## config.mk

```make
export PLATFORM = sky130hd
export DESIGN_NAME = alg_issue_ctrl
export DESIGN_NICKNAME = d
export VERILOG_FILES = /design/src/rtl/alg_issue_ctrl.sv
export SDC_FILE = /design/constraint.sdc
export NUM_CORES = 1
export LEC_CHECK = 0
export ABC_AREA = 1
export CAP_MARGIN = 20
export CELL_PAD_IN_SITES_DETAIL_PLACEMENT = 1
export CELL_PAD_IN_SITES_GLOBAL_PLACEMENT = 1
export CORE_MARGIN = 4
export CORE_UTILIZATION = 27
export DETAILED_ROUTE_END_ITERATION = 8
export GPL_TIMING_DRIVEN = 0
export HOLD_SLACK_MARGIN = 0.05
export PLACE_DENSITY_LB_ADDON = 0.1
export SLEW_MARGIN = 5
export SYNTH_ARGS = -nofsm -noshare
export SYNTH_HDL_FRONTEND = slang
export SYNTH_SLANG_ARGS = --single-unit
export TNS_END_PERCENT = 50
```

## constraint.sdc

```tcl
create_clock -name clk -period 2.4 [get_ports clk]
set_input_delay 0.48 -clock clk [delete_from_list [all_inputs] [get_ports clk]]
set_output_delay 0.48 -clock clk [all_outputs]
set_load 0.02 [all_outputs]
```

## src/rtl/alg_issue_ctrl.sv

```systemverilog
// Issue/writeback controller for the extended-arithmetic (ALG) unit.
// Captures a multiply from EX, holds operands stable for the unit while the
// pipeline is stalled, then writes the 32-bit product back as lo/hi into two
// consecutive registers. Handles flush/drain, illegal ops and a watchdog.
module alg_issue_ctrl #(
   parameter logic [2:0] OP_NOP   = 3'b000,
   parameter int         MAX_WAIT = 8
) (
   input  logic        clk,
   input  logic        reset,
   input  logic        issue_valid,
   input  logic [2:0]  issue_op,
   input  logic [15:0] issue_a,
   input  logic [15:0] issue_b,
   input  logic [2:0]  issue_dest,
   input  logic        flush,
   output logic        stall,
   output logic [2:0]  alg_op,
   output logic [15:0] alg_opA,
   output logic [15:0] alg_opB,
   input  logic        alg_done,
   input  logic [15:0] alg_hi,
   input  logic [15:0] alg_lo,
   output logic        wb_valid,
   output logic [2:0]  wb_dest,
   output logic [15:0] wb_data,
   output logic [15:0] hi_reg,
   output logic [15:0] lo_reg,
   output logic        illegal_op,
   output logic        err_timeout
);

   // op_x_bits encoding of the multiply in lc3b_types
   localparam logic [2:0] OP_MUL    = 3'b001;
   // last watchdog count before expiry: the wait lasts MAX_WAIT cycles
   localparam logic [3:0] WAIT_LAST = 4'(MAX_WAIT - 1);

   typedef enum logic [2:0] {
      S_IDLE,
      S_BUSY,
      S_WB_LO,
      S_WB_HI,
      S_DRAIN
   } state_t;

   state_t      state_q, state_d;
   logic [2:0]  alg_op_q, alg_op_d;
   logic [15:0] opa_q, opa_d;
   logic [15:0] opb_q, opb_d;
   logic [2:0]  dest_q, dest_d;
   logic [15:0] hi_q, hi_d;
   logic [15:0] lo_q, lo_d;
   logic        ill_q, ill_d;
   logic        tmo_q, tmo_d;
   logic [3:0]  wcnt_q, wcnt_d;

   logic        is_mul;
   logic        accept;

   assign is_mul = (issue_op == OP_MUL);
   assign accept = issue_valid && !flush && is_mul;

   // Next-state, datapath capture and combinational stall/writeback decode
   always_comb begin
      state_d  = state_q;
      opa_d    = opa_q;
      opb_d    = opb_q;
      dest_d   = dest_q;
      hi_d     = hi_q;
      lo_d     = lo_q;
      ill_d    = 1'b0;
      tmo_d    = 1'b0;
      wcnt_d   = wcnt_q;
      stall    = 1'b0;
      wb_valid = 1'b0;
      wb_dest  = 3'd0;
      wb_data  = 16'd0;

      case (state_q)
         S_IDLE: begin
            if (accept) begin
               stall   = 1'b1;
               state_d = S_BUSY;
               opa_d   = issue_a;
               opb_d   = issue_b;
               dest_d  = issue_dest;
               wcnt_d  = 4'd0;
            end else if (issue_valid && !flush) begin
               ill_d = 1'b1;
            end
         end

         S_BUSY: begin
            stall = 1'b1;
            if (flush) begin
               // done in the same cycle as flush: the unit is already back at
               // its reload value, so there is nothing left to drain
               state_d = alg_done ? S_IDLE : S_DRAIN;
               wcnt_d  = 4'd0;
            end else if (alg_done) begin
               hi_d    = alg_hi;
               lo_d    = alg_lo;
               state_d = S_WB_LO;
            end else if (wcnt_q == WAIT_LAST) begin
               tmo_d   = 1'b1;
               state_d = S_IDLE;
            end else begin
               wcnt_d = wcnt_q + 4'd1;
            end
         end

         S_DRAIN: begin
            // only hold the pipeline if a new multiply is waiting behind us
            stall = issue_valid && is_mul;
            if (alg_done) begin
               state_d = S_IDLE;
            end else if (wcnt_q == WAIT_LAST) begin
               tmo_d   = 1'b1;
               state_d = S_IDLE;
            end else begin
               wcnt_d = wcnt_q + 4'd1;
            end
         end

         S_WB_LO: begin
            stall    = 1'b1;
            wb_valid = 1'b1;
            wb_dest  = dest_q;
            wb_data  = lo_q;
            state_d  = S_WB_HI;
         end

         S_WB_HI: begin
            stall    = 1'b1;
            wb_valid = 1'b1;
            wb_dest  = dest_q + 3'd1;
            wb_data  = hi_q;
            state_d  = S_IDLE;
         end

         default: begin
            state_d = S_IDLE;
         end
      endcase

      // the unit sees the multiply exactly while we wait on it (busy or drain)
      alg_op_d = ((state_d == S_BUSY) || (state_d == S_DRAIN)) ? OP_MUL : OP_NOP;
   end

   // State and registered outputs; reset abandons any in-flight operation
   always_ff @(posedge clk or posedge reset) begin
      if (reset) begin
         state_q  <= S_IDLE;
         alg_op_q <= OP_NOP;
         opa_q    <= 16'd0;
         opb_q    <= 16'd0;
         dest_q   <= 3'd0;
         hi_q     <= 16'd0;
         lo_q     <= 16'd0;
         ill_q    <= 1'b0;
         tmo_q    <= 1'b0;
         wcnt_q   <= 4'd0;
      end else begin
         state_q  <= state_d;
         alg_op_q <= alg_op_d;
         opa_q    <= opa_d;
         opb_q    <= opb_d;
         dest_q   <= dest_d;
         hi_q     <= hi_d;
         lo_q     <= lo_d;
         ill_q    <= ill_d;
         tmo_q    <= tmo_d;
         wcnt_q   <= wcnt_d;
      end
   end

   assign alg_op      = alg_op_q;
   assign alg_opA     = opa_q;
   assign alg_opB     = opb_q;
   assign hi_reg      = hi_q;
   assign lo_reg      = lo_q;
   assign illegal_op  = ill_q;
   assign err_timeout = tmo_q;

endmodule

```

==> impl_results.md, run 1 <==
* CTS tree: yes
* CP startpoint kind: primary input
* CP Capture Point: stall
* H-tree lvl count at 3
* CTS Buf Count at 9
* Syn Area/Cell at 8.65 µm²
* Sequential-to-total area share from yosys stat at 51.5%
* Core Box Area at 13,400 µm²
* Synth unique cells at 31
* CP startpoint: issue_op[1]
* Yosys warning total at 0
* Setup Skew at 6.39 ps
* Port bufs at 162
* Die H at 126 µm
* Critical path capture point type: output pin
* Leak at 2.93 nW
* Detailed router's first-iteration violation count at 155
* Post-layout min period at 2330 ps
* Outcome: finished clean
* Crit share post-route at 97.3%
* Starting Density at 27.9%
* Fill cells at 1,575
* Asr flop ratio synth at 100%
* Post-place setup slack at -573 ps
* Register bit total from synthesis at 77
* CP arrival at 1850 ps
* First-pass GRT wire length at 20,100 µm
* Area growth from synthesis to layout at 59.6%
* Family with the most delay on the worst path: buffers and inverters
* Critical path depth at 7
* Comb pwr share at 49.0%
* Final net count at 689
* Routed wire length at 12,300 µm
* Crit-path max FO at 17
* Reg-to-reg endpoint: hi_reg[8]$_DFFE_PP0P_
* GRT Residual Overflow at 0
* Final hold violations at 0
* Sinks on Clock Net at 77
* Fmax at 428 MHz
* DRT antenna net count at 0
* Buffers & Inverters on Critical Path at 3
* Vias at 3,499
* Worst R2R Path Depth at 5
* Dpl cell area at 5630 µm²
* Row count at 42
* Cell area after layout at 5970 µm²
* Vias in the first global route at 3,798
* CP cell instances: clkdlybuf4s50_1, nor3b_2, nand2_2, nor2_4, inv_4, o211ai_1, buf_4
* Worst vdd ir at 0.000380 V
* Largest net degree at the start of global routing at 33
* Tightest Hold Check Type: reg -> reg
* Max Root-Sink Buffers at 2
* Final Setup Violations at 0
* Die ar. at 15,800 µm²
* DRC at 0
* Max incr delay on CP at 430 ps
* Switching Share at 40.5%
* Via density at 4.41
* Clock Pin Slew Worst Setup and Hold Paths at 60 ps
* Clk pwr share at 20.1%
* Antenna cells at 0
* Switch Pwr at 3.00 mW
* Antenna violations before repair at 0
* Die W at 126 µm
* Worst path required time at 1920 ps
* Drt wl/cell at 15.6 µm
* Hold Crit Depth at 2
* Final Non-Filler Cells at 793
* Seq pwr share at 30.9%
* # Max-Cap Violations at 0
* DR pass1 iterations at 4
* Clk_lat worst skew at 330 ps
* Power Internal at 4.41 mW
* CP max stage cell: clkdlybuf4s50_1
* Final design utilization at 44.6%
* Min setup slack post-route at 65.7 ps
* Post-DP HPWL at 9310 µm
* Post-synthesis cell area at 3740 µm²
* Synth Instances at 433
* Placer Congestion at 0.748
* Worst r2r src: state_q[2]$_DFF_PP0_
* Slew Limit Fails at 0
* Crit Path Category: in -> out
* RSZ-0062 raised after global routing: yes
* Hold Startpoint: alg_opB[8]$_DFFE_PP0P_
* Flop-to-flop setup slack at 780 ps
* IO Count at 165
* Placed cells at 774
* Top FF cell, synth: dfrtp_1
* Root Driver: clkbuf_16
* Cell area power density at 1240 nW/µm²
* GR Util All Layers at 15.7%
* Share of cells above drive strength 1 at 19.6%
* Number of synthesized flops with an enable pin at 0
* Worst Tran Pin Value at 619 ps
* Worst relative slew slack at 58.7%
==> power groups by stage <==
stage | Combinational [mW] | Sequential [mW] | Clock, mW
global route | 3.96 | 2.37 | 1.60
floorplan | 1.26 | 2.87 | 0
global placement | 3.64 | 2.28 | 0
finish | 3.63 | 2.29 | 1.49
CTS | 3.68 | 2.30 | 1.54
detailed placement | 3.71 | 2.30 | 0
==> cell usage in the layout, fill, tap and decap left out, types with 9 or more instances in the layout <==
master           count
nand2_1            146
clkdlybuf4s50_1    141
dfrtp_1             75
inv_1               48
nand2_2             31
nand3_1             24
o21ai_1             13
o21ai_2             11
nor2_1              10
o21ai_0             10
buf_4               10
clkbuf_16            9
==> worst reg2reg max path, delay by kind of cell, from the launching register on <==
| family | cells | cell delay, ps |
|---|---|---|
| DFF | 1 | 450 |
| and+or+nand+nor | 2 | 380 |
| AOI/OAI and AO/OA | 1 | 240 |
| buffers and inverters | 2 | 480 |
==> cells by family (layout without fill, tap and decap cells) <==
family          Yosys count  in the layout  share of synthesized area (%)
compound gates           50             50                           8.92
simple gates            229            229                           27.6
fa+ha+maj                 2              2                          0.668
buf+inv                  74            257                           11.3
flops                    77             77                           51.5
other cells               1              2                          0.100
==> per-stage QoR <==
step | hold slack (ps) | power, mW | TNS [ps]
after detailed placement | 460 | 6.01 | -3170
after global placement | 453 | 5.92 | -4780
final | 469 | 7.40 | 0
after CTS | 474 | 7.51 | 0
after floorplan | 467 | 4.13 | 0
after global routing | 492 | 7.93 | -114
==> Yosys cell counts (2+ instances only) <==
cell type	number	area share, %
nor3_1	2	0.27
nand2_1	148	15
ha_1	2	0.67
o21ai_2	11	2.6
nand4_1	4	0.67
buf_4	2	0.40
buf_2	3	0.40
inv_1	49	4.9
o211ai_1	2	0.40
a21oi_2	8	1.9
buf_12	4	2.1
a21oi_1	3	0.40
o21ai_1	13	1.7
nand2_2	30	5.0
nor2_2	4	0.67
dfrtp_1	77	51
clkbuf_1	3	0.30
nand3_1	24	3.2
o21ai_0	10	1.3
inv_2	4	0.40
nor2_4	2	0.60
buf_6	9	2.7
nor2_1	11	1.1
==> per-layer routing <==
metal / global-route usage, % / vias up / part of all wire, %
li1: - / 1697 / -
met1: 20.6 / 1672 / 45
met2: 24.6 / 117 / 46
met3: 5.63 / 13 / 8.1
met4: 4.54 / 0 / 1.2
met5: 0 / - / 0
==> repair_timing <==
action / CTS / global route
buffers inserted: 2 / 2
gates resized for setup: 50 / 12
setup endpoints to repair: 21 / 14
pin swaps: 5 / 2
hold buffers: 0 / 0
==> worst min-delay path by stage <==
stage | to | slack, ps
detailed placement | alg_opA[11]$_DFFE_PP0P_ | 460
finish | alg_opB[8]$_DFFE_PP0P_ | 470
CTS | alg_opA[11]$_DFFE_PP0P_ | 470
global placement | alg_opB[6]$_DFFE_PP0P_ | 450
global route | alg_opA[0]$_DFFE_PP0P_ | 490
floorplan | dest_q[1]$_DFFE_PP0P_ | 470
==> layout make-up <==
cell class | count | area, µm² | area share, %
tap | 176 | 220 | 3.69
sequential | 77 | 1930 | 32.3
multi-input combinational | 283 | 1420 | 23.7
timing repair buffer | 168 | 1660 | 27.7
inverter | 53 | 205 | 3.44
clock inverter | 6 | 86.3 | 1.45
buffer | 20 | 221 | 3.71
clock buffer | 10 | 239 | 4.00
Note: power is estimated with default switching activity, not from simulation.
==> run 2: changes to the inputs <==
--- a/config.mk
+++ b/config.mk
@@ -14,6 +14,7 @@
 export DETAILED_ROUTE_END_ITERATION = 8
 export GPL_TIMING_DRIVEN = 0
 export HOLD_SLACK_MARGIN = 0.05
+export MAX_ROUTING_LAYER = met4
 export PLACE_DENSITY_LB_ADDON = 0.1
 export SLEW_MARGIN = 5
 export SYNTH_ARGS = -nofsm -noshare
==> run 2 against run 1 <==
Sequential cell count is the same. Die area did not move. Hold slack barely moved. Routed wire length barely moved. Clock power about the same.
==> impl_results.md, run 2 (synthesized netlist as in run 1, its figures left out) <==
* Worst vdd ir at 0.000382 V
* Antenna violations before repair at 0
* Outcome: finished clean
* Antenna cells at 0
* Commonest non-fill, non-tap cell in the layout: nand2_1
* Tightest Hold Check Type: reg -> reg
* Vias in the first global route at 3,813
* Detailed router's first-iteration violation count at 150
* Die ar. at 15,800 µm²
* First-pass GRT wire length at 20,000 µm
* Fmax at 428 MHz
* Clock Pin Slew Worst Setup and Hold Paths at 60 ps
* Drt wl/cell at 15.6 µm
* Crit Path Category: in -> out
* Post-layout min period at 2330 ps
* CP arrival at 1850 ps
* Setup Skew at 6.43 ps
* DRC at 0
* RSZ-0062 raised after global routing: yes
* Area growth from synthesis to layout at 59.6%
* Final Setup Violations at 0
* GRT Residual Overflow at 0
* Flop-to-flop setup slack at 770 ps
* Max Root-Sink Buffers at 2
* Total power at 7.40 mW
* Core Box Area at 13,400 µm²
* Row count at 42
* Vias at 3,502
* Die W at 126 µm
* Starting Density at 27.9%
* Sinks on Clock Net at 77
* CTS Buf Count at 9
* CTS Hold Buffers Added at 0
* Worst r2r src: state_q[2]$_DFF_PP0_
* Cell area power density at 1240 nW/µm²
* Final net count at 689
* CP startpoint kind: primary input
* Placer Congestion at 0.758
* CP Capture Point: stall
* Clk_lat worst skew at 330 ps
* Via density at 4.42
* Slew Limit Fails at 0
* Largest net degree at the start of global routing at 33
* Reg-to-reg endpoint: hi_reg[8]$_DFFE_PP0P_
* Leak at 2.93 nW
* Critical path capture point type: output pin
* Min setup slack post-route at 65.3 ps
* Worst path required time at 1920 ps
* Final hold violations at 0
* Root Driver: clkbuf_16
* IO Count at 165
* Worst R2R Path Depth at 5
* Cell area after layout at 5970 µm²
* Die H at 126 µm
* Worst relative slew slack at 58.3%
* Port bufs at 162
* Crit-path max FO at 17
* CP startpoint: issue_op[1]
* Routed wire length at 12,300 µm
* Post-DP HPWL at 9310 µm
* Final Non-Filler Cells at 793
* DRT antenna net count at 0
* DR pass1 iterations at 4
* Placed cells at 774
* Dpl cell area at 5630 µm²
* Post-place setup slack at -573 ps
* Worst Tran Pin Value at 625 ps
* # Max-Cap Violations at 0
* Most frequent cells in the layout: nand2_1, clkdlybuf4s50_1, dfrtp_1, inv_1, nand2_2
* Share of cells above drive strength 1 at 19.6%
* GR Util All Layers at 16.2%
* CTS tree: yes
* Crit share post-route at 97.3%
* H-tree lvl count at 3
==> run 2: cell counts in the layout (fill, tap and decap cells not counted) <==
No cell type changed its count.
==> run 2: layout make-up <==
type                       count  area [µm²]
buffer                        20         221
timing repair buffer         168        1660
sequential                    77        1930
multi-input combinational    283        1420
inverter                      53         205
clock inverter                 6        86.3
tap                          176         220
clock buffer                  10         239
fill                        1575        7430
==> run 2: power by group <==
| part | internal (mW) | leakage [nW] | total [mW] | switching (mW) |
|---|---|---|---|---|
| combinational | 1.59 | 1.80 | 3.63 | 2.03 |
| sequential | 1.88 | 0.968 | 2.29 | 0.411 |
| clock | 0.937 | 0.158 | 1.48 | 0.546 |
| total | 4.41 | 2.93 | 7.40 | 2.99 |
==> run 2: repair_timing <==
| action | in CTS | in global routing |
|---|---|---|
| setup buffers | 2 | 2 |
| gates resized for setup | 50 | 12 |
| setup endpoints to repair | 21 | 14 |
| gates cloned | 0 | 0 |
| pin swaps | 5 | 2 |
==> run 2: how the worst min path moves through the flow <==
stage	depth (start not counted)	startpoint	endpoint	slack (ps)
floorplan	2	dest_q[1]$_DFFE_PP0P_	dest_q[1]$_DFFE_PP0P_	470
global placement	2	alg_opB[6]$_DFFE_PP0P_	alg_opB[6]$_DFFE_PP0P_	450
detailed placement	2	alg_opA[11]$_DFFE_PP0P_	alg_opA[11]$_DFFE_PP0P_	460
CTS	2	alg_opA[11]$_DFFE_PP0P_	alg_opA[11]$_DFFE_PP0P_	470
global route	2	alg_opA[0]$_DFFE_PP0P_	alg_opA[0]$_DFFE_PP0P_	490
finish	2	alg_opB[8]$_DFFE_PP0P_	alg_opB[8]$_DFFE_PP0P_	470
==> run 2: worst max-delay path, stage by stage <==
cell and delay, ps:
clkdlybuf4s50_1 430, nor3b_2 270, nand2_2 110, nor2_4 140
inv_4 100, o211ai_1 130, buf_4 190
==> run 2: through the flow <==
step	setup TNS, ps	utilization [%]	hold slack, ps
after floorplan	0	-	467
after CTS	0	44.6	474
after global placement	-4780	41.7	453
after global routing	-114	44.6	492
after detailed placement	-3170	42.0	460
final	0	44.6	469
==> run 2: per-layer routing <==
metal  vias up  global-route usage, %  routed length [µm]
met1      1676                   21.2                5650
met3        12                   4.70                 852
met2       118                   24.6                5700
met5         -                      -                   0
met4         0                   4.54                 138
li1       1696                      -                   -
==> run 3: changes to the inputs <==
--- a/config.mk
+++ b/config.mk
@@ -9,6 +9,7 @@
 export CAP_MARGIN = 20
 export CELL_PAD_IN_SITES_DETAIL_PLACEMENT = 1
 export CELL_PAD_IN_SITES_GLOBAL_PLACEMENT = 1
+export CORE_ASPECT_RATIO = 1.2
 export CORE_MARGIN = 4
 export CORE_UTILIZATION = 27
 export DETAILED_ROUTE_END_ITERATION = 8
==> run 3 against run 2 <==
Non-clock buffer count did not move. First-iteration DRC count fell by 50%. Final cell count is 1.0% lower. Highest routed layer unchanged. The flow now finishes with violations (negative setup slack). Routed wire length down 2.1%. Design area is 0.88% higher. Largest power group unchanged. Register-to-register slack improved by 120 ps. Global-route usage up 0.10 points. Largest cell class unchanged. Clock-buffer cell count is the same. Critical path depth up 2.
==> impl_results.md, run 3 (synthesized netlist as in run 1, its figures left out) <==
* Die W at 115 µm
* Total power at 7.55 mW
* Worst relative slew slack at 59.5%
* Hold Path Sink: alg_opB[5]$_DFFE_PP0P_
* Final net count at 689
* Port bufs at 162
* Total Neg Setup Slack at -13.3 ps
* DR pass1 iterations at 4
* Die ar. at 15,800 µm²
* Commonest non-fill, non-tap cell in the layout: nand2_1
* Worst vdd ir at 0.000463 V
* Routed wire length at 12,100 µm
* Setup Skew at 4.65 ps
* Antenna cells at 0
* DRT antenna net count at 0
* Leak at 2.93 nW
* DRC at 0
* Drt wl/cell at 15.4 µm
* CP arrival at 1930 ps
* Crit share post-route at 101%
* Failing checks: negative setup slack
* Post-DP HPWL at 9140 µm
* Clk pwr share at 21.2%
* First-pass GRT wire length at 19,700 µm
* Clock Pin Slew Worst Setup and Hold Paths at 60 ps
* # Max-Cap Violations at 0
* Die H at 137 µm
* CTS Hold Buffers Added at 0
* CTS Buf Count at 9
* Worst R2R Path Depth at 8
* Fmax at 414 MHz
* Reg-to-reg endpoint: wcnt_q[0]$_DFFE_PP0P_
* Crit Path Category: in -> out
* Slew Limit Fails at 0
* Final Non-Filler Cells at 785
* Final Setup Violations at 1
* Switching Share at 39.6%
* Tightest Hold Check Type: reg -> reg
* GR Util All Layers at 16.3%
* Vias at 3,476
* Final hold violations at 0
* RSZ-0062 raised after global routing: yes
* Sinks on Clock Net at 77
* Antenna violations before repair at 0
* Starting Density at 27.9%
* Flop-to-flop setup slack at 890 ps
* Dpl cell area at 5620 µm²
* Largest net degree at the start of global routing at 33
* Area growth from synthesis to layout at 61.0%
* Share of cells above drive strength 1 at 19.8%
* Cell area after layout at 6030 µm²
* Placer Congestion at 0.776
* CTS tree: yes
* Cell area power density at 1250 nW/µm²
* Switch Pwr at 2.99 mW
* Worst Tran Pin Value at 607 ps
* Min setup slack post-route at -13.3 ps
* Seq pwr share at 30.3%
* Worst path required time at 1920 ps
* IO Count at 165
* Core Box Area at 13,400 µm²
* Post-layout min period at 2410 ps
* Most frequent cells in the layout: nand2_1, clkdlybuf4s50_1, dfrtp_1, inv_1, nand2_2
* GRT Residual Overflow at 0
* Outcome: finished, violations left
* H-tree lvl count at 3
* Power Internal at 4.56 mW
* Hold Startpoint: alg_opB[5]$_DFFE_PP0P_
* Vias in the first global route at 3,834
* Comb pwr share at 48.5%
* Detailed router's first-iteration violation count at 75
* Post-place setup slack at -623 ps
* Row count at 46
* Hold Crit Depth at 2
* Fill cells at 1,589
* Crit-path max FO at 10
* Placed cells at 766
* Clk_lat worst skew at 330 ps
* Root Driver: clkbuf_16
* Worst r2r src: wcnt_q[0]$_DFFE_PP0P_
* CP startpoint kind: primary input
* Critical path capture point type: output pin
* Via density at 4.43
* Max Root-Sink Buffers at 2
-- run 3: cell count changes in the layout (fill, tap and decap cells not counted), moves of 2 or more --
cell and delta:
buf_4 -3, buf_6 +2, clkbuf_2 -5, clkdlybuf4s15_1 +2, clkdlybuf4s15_2 +5, dlygate4sd2_1 -3
-- run 3: power by group through the flow --
| stage | registers [mW] | clock network [mW] | logic [mW] |
|---|---|---|---|
| global placement | 2.28 | 0 | 3.64 |
| detailed placement | 2.30 | 0 | 3.70 |
| CTS | 2.29 | 1.65 | 3.68 |
| global route | 2.38 | 1.70 | 4.00 |
| finish | 2.29 | 1.60 | 3.66 |
| floorplan | 2.87 | 0 | 1.26 |
-- run 3: worst max-delay path by stage --
stage / from / end / slack (ps) / depth (start not counted)
detailed placement: issue_op[1] / stall / -620 / 8
global placement: issue_op[0] / stall / -570 / 8
finish: issue_valid / stall / -10 / 9
floorplan: issue_op[1] / stall / 550 / 6
CTS: issue_op[2] / stall / -170 / 8
global route: issue_op[2] / stall / -100 / 8
-- run 3: final cells by class --
class	count	area (µm²)	area share (%)
Buffer	21	236	3.92
Clock inverter	6	109	1.81
Tap cell	168	210	3.49
Sequential cell	77	1930	32.0
Multi-Input combinational cell	283	1410	23.3
Clock buffer	10	239	3.97
Inverter	53	205	3.41
Timing Repair Buffer	167	1690	28.1
-- run 3: stage by stage --
step                      utilization, %  hold WS (ps)
after floorplan                        -           467
after global placement              41.6           453
after detailed placement            41.9           458
after CTS                           44.7           473
after global routing                44.9           501
final                               44.9           467
-- run 3: timing repair --
action / 4_1_cts / 5_1_grt
cloned: 0 / 0
pin swaps: 2 / 2
gates resized for setup: 52 / 15
setup buffers: 1 / 2
endpoints found under the setup margin: 21 / 15
-- run 3: worst max-delay path, stage by stage --
cell	delay, ps
clkdlybuf4s50_1	490
inv_1	60
nor2_1	120
nand2_2	100
nor2_4	160
inv_4	90
buf_6	150
o211ai_1	100
buf_4	180
-- run 3: layer usage --
layer	track usage, %	up-vias	routed length, µm
met5	-	-	0
met2	26.1	113	5740
li1	-	1698	-
met1	20.4	1656	5290
met4	4.89	0	142
met3	3.98	9	909
